[src/rtl/fetch_pkg.sv]
// Shared types for the instruction fetch stage.
// Holds the FIFO entry layout, fetch FSM states and word size.
package fetch_pkg;

    localparam int WORD_BYTES = 4;

    typedef struct packed {
        logic [31:0] pc;
        logic [31:0] instr;
    } fetch_entry_t;

    typedef enum logic {
        FETCH,
        DRAIN
    } fetch_state_t;

endpackage

[src/rtl/fetch_fifo.sv]
// Small synchronous FIFO with flush; push+pop is legal when full.
// Ports: clk, rst_n, push, pop, flush, din, dout (head), full, empty, count.
module fetch_fifo #(
    parameter int unsigned DEPTH = 4,
    parameter type         T     = logic [31:0]
) (
    input  logic                   clk,
    input  logic                   rst_n,
    input  logic                   push,
    input  logic                   pop,
    input  logic                   flush,
    input  T                       din,
    output T                       dout,
    output logic                   full,
    output logic                   empty,
    output logic [$clog2(DEPTH):0] count
);
    localparam int unsigned AW = $clog2(DEPTH);

    T              mem_q [DEPTH];
    logic [AW-1:0] wr_q, wr_d;
    logic [AW-1:0] rd_q, rd_d;
    logic [AW:0]   cnt_q, cnt_d;
    logic          do_push, do_pop;

    assign empty   = (cnt_q == '0);
    assign full    = (cnt_q == (AW+1)'(DEPTH));
    assign count   = cnt_q;
    assign dout    = mem_q[rd_q];
    assign do_pop  = pop && !empty;
    // A pop frees the slot this cycle, so a full FIFO may still accept.
    assign do_push = push && (!full || do_pop);

    always_comb begin
        wr_d  = wr_q;
        rd_d  = rd_q;
        cnt_d = cnt_q;
        if (flush) begin
            wr_d  = '0;
            rd_d  = '0;
            cnt_d = '0;
        end else begin
            if (do_push) wr_d = wr_q + AW'(1);
            if (do_pop)  rd_d = rd_q + AW'(1);
            cnt_d = cnt_q + (AW+1)'(do_push) - (AW+1)'(do_pop);
        end
    end

    always_ff @(posedge clk or negedge rst_n) begin
        if (!rst_n) begin
            wr_q  <= '0;
            rd_q  <= '0;
            cnt_q <= '0;
        end else begin
            wr_q  <= wr_d;
            rd_q  <= rd_d;
            cnt_q <= cnt_d;
        end
    end

    always_ff @(posedge clk) begin
        if (do_push && !flush) mem_q[wr_q] <= din;
    end

endmodule

[src/rtl/fetch_unit.sv]
// Instruction fetch stage: credit-limited sequential requests, in-order
// response capture into a {pc,instr} FIFO, redirect flush with stale drain.
// Ports: clk, reset (async, active-low); mem_req_valid/ready/addr;
// mem_rsp_valid/data; instr_valid/ready, instr, instr_pc; redirect, redirect_pc.
// Macro FETCH_PERF_EN adds perf_fetched and perf_flushes counters.
module fetch_unit
    import fetch_pkg::*;
#(
    parameter int unsigned DEPTH    = 4,
    parameter logic [31:0] RESET_PC = 32'h0000_0000
) (
    input  logic        clk,
    input  logic        reset,
    output logic        mem_req_valid,
    input  logic        mem_req_ready,
    output logic [31:0] mem_req_addr,
    input  logic        mem_rsp_valid,
    input  logic [31:0] mem_rsp_data,
    output logic        instr_valid,
    input  logic        instr_ready,
    output logic [31:0] instr,
    output logic [31:0] instr_pc,
    input  logic        redirect,
`ifdef FETCH_PERF_EN
    input  logic [31:0] redirect_pc,
    output logic [31:0] perf_fetched,
    output logic [31:0] perf_flushes
`else
    input  logic [31:0] redirect_pc
`endif
);
    localparam int unsigned CW    = $clog2(DEPTH) + 1;
    localparam logic [CW:0] LIMIT = (CW+1)'(DEPTH);

    fetch_state_t  state_q, state_d;
    logic [31:0]   fetch_pc_q, fetch_pc_d;
    logic [CW-1:0] outst_q, outst_d;
    logic [CW-1:0] discard_q, discard_d;
    fetch_entry_t  last_q, last_d;

    fetch_entry_t  fifo_din, fifo_dout;
    logic          fifo_full, fifo_empty;
    logic [CW-1:0] fifo_count;
    logic [31:0]   pcq_dout;
    logic          pcq_full, pcq_empty;
    logic [CW-1:0] pcq_count;

    logic          credit, accept, rsp_keep, pop;
    logic          unused_ok;

    // Buffered entries plus in-flight requests never exceed DEPTH,
    // so every response is guaranteed a FIFO slot.
    assign credit        = ({1'b0, fifo_count} + {1'b0, outst_q}) < LIMIT;
    assign mem_req_valid = reset && (state_q == FETCH) && !redirect && credit;
    assign mem_req_addr  = fetch_pc_q;
    assign accept        = mem_req_valid && mem_req_ready;
    assign rsp_keep      = mem_rsp_valid && (discard_q == '0);

    assign instr_valid   = !fifo_empty;
    assign pop           = instr_valid && instr_ready && !redirect;
    // With the FIFO empty the last popped entry stays visible.
    assign instr         = fifo_empty ? last_q.instr : fifo_dout.instr;
    assign instr_pc      = fifo_empty ? last_q.pc : fifo_dout.pc;

    assign fifo_din      = '{pc: pcq_dout, instr: mem_rsp_data};
    assign unused_ok     = ^{fifo_full, pcq_full, pcq_empty, pcq_count};

    fetch_fifo #(
        .DEPTH (DEPTH),
        .T     (fetch_entry_t)
    ) u_entry_fifo (
        .clk   (clk),
        .rst_n (reset),
        .push  (rsp_keep),
        .pop   (pop),
        .flush (redirect),
        .din   (fifo_din),
        .dout  (fifo_dout),
        .full  (fifo_full),
        .empty (fifo_empty),
        .count (fifo_count)
    );

    fetch_fifo #(
        .DEPTH (DEPTH),
        .T     (logic [31:0])
    ) u_pc_queue (
        .clk   (clk),
        .rst_n (reset),
        .push  (accept),
        .pop   (rsp_keep),
        .flush (redirect),
        .din   (fetch_pc_q),
        .dout  (pcq_dout),
        .full  (pcq_full),
        .empty (pcq_empty),
        .count (pcq_count)
    );

    always_comb begin
        state_d    = state_q;
        fetch_pc_d = fetch_pc_q;
        outst_d    = outst_q + CW'(accept) - CW'(mem_rsp_valid);
        discard_d  = discard_q;
        last_d     = last_q;
        if (mem_rsp_valid && (discard_q != '0)) discard_d = discard_q - CW'(1);
        unique case (state_q)
            FETCH: if (accept) fetch_pc_d = fetch_pc_q + 32'(WORD_BYTES);
            DRAIN: if (discard_d == '0) state_d = FETCH;
        endcase
        // Everything still unanswered after this edge is stale.
        if (redirect) begin
            fetch_pc_d = redirect_pc & ~32'(WORD_BYTES - 1);
            discard_d  = outst_d;
            state_d    = (outst_d != '0) ? DRAIN : FETCH;
        end
        if (pop) last_d = fifo_dout;
    end

    always_ff @(posedge clk or negedge reset) begin
        if (!reset) begin
            state_q    <= FETCH;
            fetch_pc_q <= RESET_PC;
            outst_q    <= '0;
            discard_q  <= '0;
            last_q     <= '0;
        end else begin
            state_q    <= state_d;
            fetch_pc_q <= fetch_pc_d;
            outst_q    <= outst_d;
            discard_q  <= discard_d;
            last_q     <= last_d;
        end
    end

`ifdef FETCH_PERF_EN
    logic [31:0] fetched_q, fetched_d;
    logic [31:0] flushes_q, flushes_d;

    always_comb begin
        fetched_d = fetched_q + 32'(pop);
        flushes_d = flushes_q + 32'(redirect);
    end

    always_ff @(posedge clk or negedge reset) begin
        if (!reset) begin
            fetched_q <= '0;
            flushes_q <= '0;
        end else begin
            fetched_q <= fetched_d;
            flushes_q <= flushes_d;
        end
    end

    assign perf_fetched = fetched_q;
    assign perf_flushes = flushes_q;
`endif

endmodule

[config.mk]
export PLATFORM = sky130hd
export DESIGN_NAME = fetch_unit
export DESIGN_NICKNAME = d
export VERILOG_FILES = /design/src/rtl/fetch_pkg.sv /design/src/rtl/fetch_fifo.sv /design/src/rtl/fetch_unit.sv
export SDC_FILE = /design/constraint.sdc
export NUM_CORES = 1
export LEC_CHECK = 0
export BUFFER_PORTS_ARGS = -buffer_cell sky130_fd_sc_hd__clkbuf_2
export CAP_MARGIN = 20
export CORE_ASPECT_RATIO = 1.75
export CORE_MARGIN = 8
export CORE_UTILIZATION = 40
export DETAILED_ROUTE_END_ITERATION = 8
export PLACE_DENSITY = 0.67
export SYNTH_ARGS = -nofsm -noshare
export SYNTH_HDL_FRONTEND = slang
export SYNTH_SLANG_ARGS = --single-unit
[constraint.sdc]
create_clock -name clk -period 3.3 [get_ports clk]
set_input_delay 0 -clock clk [delete_from_list [all_inputs] [get_ports clk]]
set_output_delay 0 -clock clk [all_outputs]
set_load 0.1 [all_outputs]
==> impl_results.md <==
- Setup TNS: 0 ns
- Crit-path most repeated cell: ha_1
- Via count: 10500
- Vias in the first global route: 11400
- CTS resizes: 0
- Post-synth cell types: 53
- Tcrit/Tclk final: 0.892
- Total number of yosys warnings: 0
- Input/output buffers: 161
- Synth top area share: 0.565
- Slew Viols, Final: 0
- Max-cap viol count: 0
- DP Cell Count: 1846
- Initial core utilization: 0.404
- Die area: 0.0565 sq mm
- # hold bufs at CTS: 68
- Post-synth top area cell: edfxtp_1
- CORE AREA: 0.0485 sq mm
- Die X: 183 um
- Hold_sp: mem_req_ready
- Post-synth EDFFs: 368
- Critical path capture point type: flop
- # DRC: 0
- 1st-iter DRT viols: 633
- CP required: 3.71 ns
- Fraction of registers with async set or reset after synthesis: 0.235
- Buf+Inv Stages, Crit Path: 2
- Setup Fix Bufs, Post-CTS: 0
- Worst Setup Start Kind: flop
- Routed len/inst: 21.1 um
- Largest net degree at the start of global routing: 66
- #FFs+latches synth: 481
- CP Capture Point: u_pc_queue.count[2]
- Share of cells above drive strength 1: 0.365
- TritonCTS clock tree: done
- Tot GR Track Use: 0.151
- Skew-Pair Late Insertion Delay: 0.57 ns
- Flop-to-flop setup slack: 0.36 ns
- F_max: 340 MHz
- Inserted Clock Buffers: 44
- Cells after synthesis: 1055
- Synth Cell Area: 0.0196 sq mm
- Total power: 23.0 mW
- Final Hold Viols: 0
- Remaining antenna violation count: 0
- Clk slew on worst S/H paths: 0.07 ns
- Root Buffer: clkbuf_16
- DR pass1 iterations: 5
- Area growth from synthesis to layout: 20.3%
- Htree depth: 2
- Slew of the pin with the lowest slew margin: 1.01 ns
- Static Leakage: 8.27 nW
- IO Count: 168
- Nets: 1398
- Fin crit period: 2.94 ns
- Worst vdd ir: 0.897 mV
- GP Congestion: 0.794
- Total grt overflow: 0
- Reg2reg start: u_entry_fifo.count[2]
- Vias per inst: 5.27
- Biggest cell delay along the critical path: 0.44 ns
- CTS max path bufs: 3
- WS Path Type: reg -> reg
- CP max-delay cell: dfrtp_1
- Mean area per synthesized cell: 18.5 sq um
- Routed wire length: 42.1 mm
- Clock Skews: 0.0259 ns
- TritonCTS Sinks: 481
- Row Count: 107
- HPWL after detailed placement: 26.9 mm
- HP Class: in -> reg
- Dominant synthesized flop cell: edfxtp_1
- Crit path depth: 11
- Power Dens Cells: 975 mW/mm^2
- Top post-synthesis cells by area: edfxtp_1 (56%), dfrtp_1 (14%), mux4_2 (11%)
- Slew HR: 0.326
- First-pass GRT wire length: 65.8 mm
- Status: finished clean
- Die height: 309 um
- Initial antenna violation count: 0
- Worst setup path start: u_entry_fifo.count[2]
- Final antenna diode count: 0
- Final setup viols: 0
- Non-filler cells, final: 1994
- CP delay by family, top: adder cells
- FF-to-FF path depth: 11
- FF-to-FF End: u_pc_queue.count[2]
- Critical path cell sequence: ha_1, nor4_1, nand4_1, buf_4, a31oi_1, ha_1, inv_1, fa_1, xor2_1, xnor2_1, nor2_1
- RSZ-0062 raised after global routing: no
- Sequential element share of the synthesized area: 0.709
- Worst Path Arrival: 3.36 ns
- CP max FO: 5
[cell usage after synthesis (all sizes together) (5+ instances only)]
cell type    n
nor2b        6
nand3       19
nor2        39
nor4        11
a211o        5
inv         25
o21ai       15
clkbuf      39
mux2       128
edfxtp     368
ha          19
or4         12
a21oi        5
nand2       22
a31oi       17
o41ai        5
and2         8
xnor2        9
dfrtp      113
a311oi       6
buf         18
or3          5
o31ai        9
nand4        9
xor2         7
mux4        92
[sequential cells by signal (all words and copies together) (netlist names), 3 cells and up]
name,count
u_entry_fifo.count,3
last_q,62
u_pc_queue.count,3
outst_q,3
discard_q,3
mem_req_addr,30
u_entry_fifo.mem_q,248
u_pc_queue.mem_q,120
[report_power, final]
group / switching (mW) / total (mW) / internal [mW]
clock: 2.24 / 5.34 / 3.09
combinational: 7.59 / 10.0 / 2.45
sequential: 0.390 / 7.57 / 7.18
[per-stage QoR]
stage / setup slack, ns / instance area [sq um] / utilization / hold slack (ns)
after CTS: 0.371 / 23500 / 0.486 / 0.00495
final: 0.355 / 23500 / 0.486 / 0.0450
after floorplan: 0.130 / 19600 / - / -0.296
after detailed placement: 0.391 / 21300 / 0.440 / -0.0747
after global routing: 0.181 / 23500 / 0.486 / 0.0858
after global placement: 0.467 / 21300 / 0.440 / -0.0767
[per-layer routing]
metal / vias up / track usage / share of wire
li1: 4706 / - / -
met1: 5483 / 0.175 / 0.39
met2: 262 / 0.280 / 0.54
met3: 65 / 0.0234 / 0.043
met4: 0 / 0.0484 / 0.024
met5: - / 0 / 0
[how the worst min path moves through the flow]
stage,to,cells past startpoint,slack [ns]
final,mem_req_addr[23],5,0.05
after global routing,mem_req_addr[3],5,0.09
after CTS,mem_req_addr[23],5,0.005
after detailed placement,u_entry_fifo.count[0],1,-0.07
after global placement,u_entry_fifo.count[0],1,-0.08
after floorplan,discard_q[0],0,-0.30
[worst register-to-register path: stages (launching register included)]
cell	delay (ns)
dfrtp_1	0.44
ha_1	0.31
nor4_1	0.43
nand4_1	0.19
buf_4	0.19
a31oi_1	0.21
ha_1	0.20
inv_1	0.05
fa_1	0.38
xor2_1	0.19
xnor2_1	0.15
nor2_1	0.07
[cells by family after synthesis]
kind of cell | synth area share
compound gates | 0.0246
xor+xnor | 0.00716
fa+ha+maj | 0.0152
buf+inv | 0.0169
flops | 0.709
mux | 0.181
other cells | 0.000192
simple gates | 0.0453
[cell usage in the layout (no fill, tap or decap), drive strengths merged, types with 4 or more instances in the layout]
cell type / n
a211o: 5
a21oi: 5
a311oi: 6
a31oi: 17
and2: 8
and3: 4
and4: 4
buf: 31
bufinv: 6
clkbuf: 218
clkinv: 9
clkinvlp: 4
conb: 4
dfrtp: 113
dlygate4sd3: 68
edfxtp: 368
ha: 19
inv: 28
mux2: 128
mux4: 92
nand2: 22
nand3: 19
nand4: 9
nand4b: 4
nor2: 39
nor2b: 6
nor4: 11
o21ai: 15
o31ai: 9
o41ai: 5
or3: 5
or4: 12
or4b: 4
xnor2: 9
xor2: 7
[cell type report]
cell class,instances,area [sq um]
clock buffer,58,1210
clock inverter,22,302
fill,4059,24900
inverter,25,93.8
multi-input combinational,495,5390
sequential,481,13900
tap,654,818
timing repair buffer,259,1840
Power figures use the tool's default switching activity.
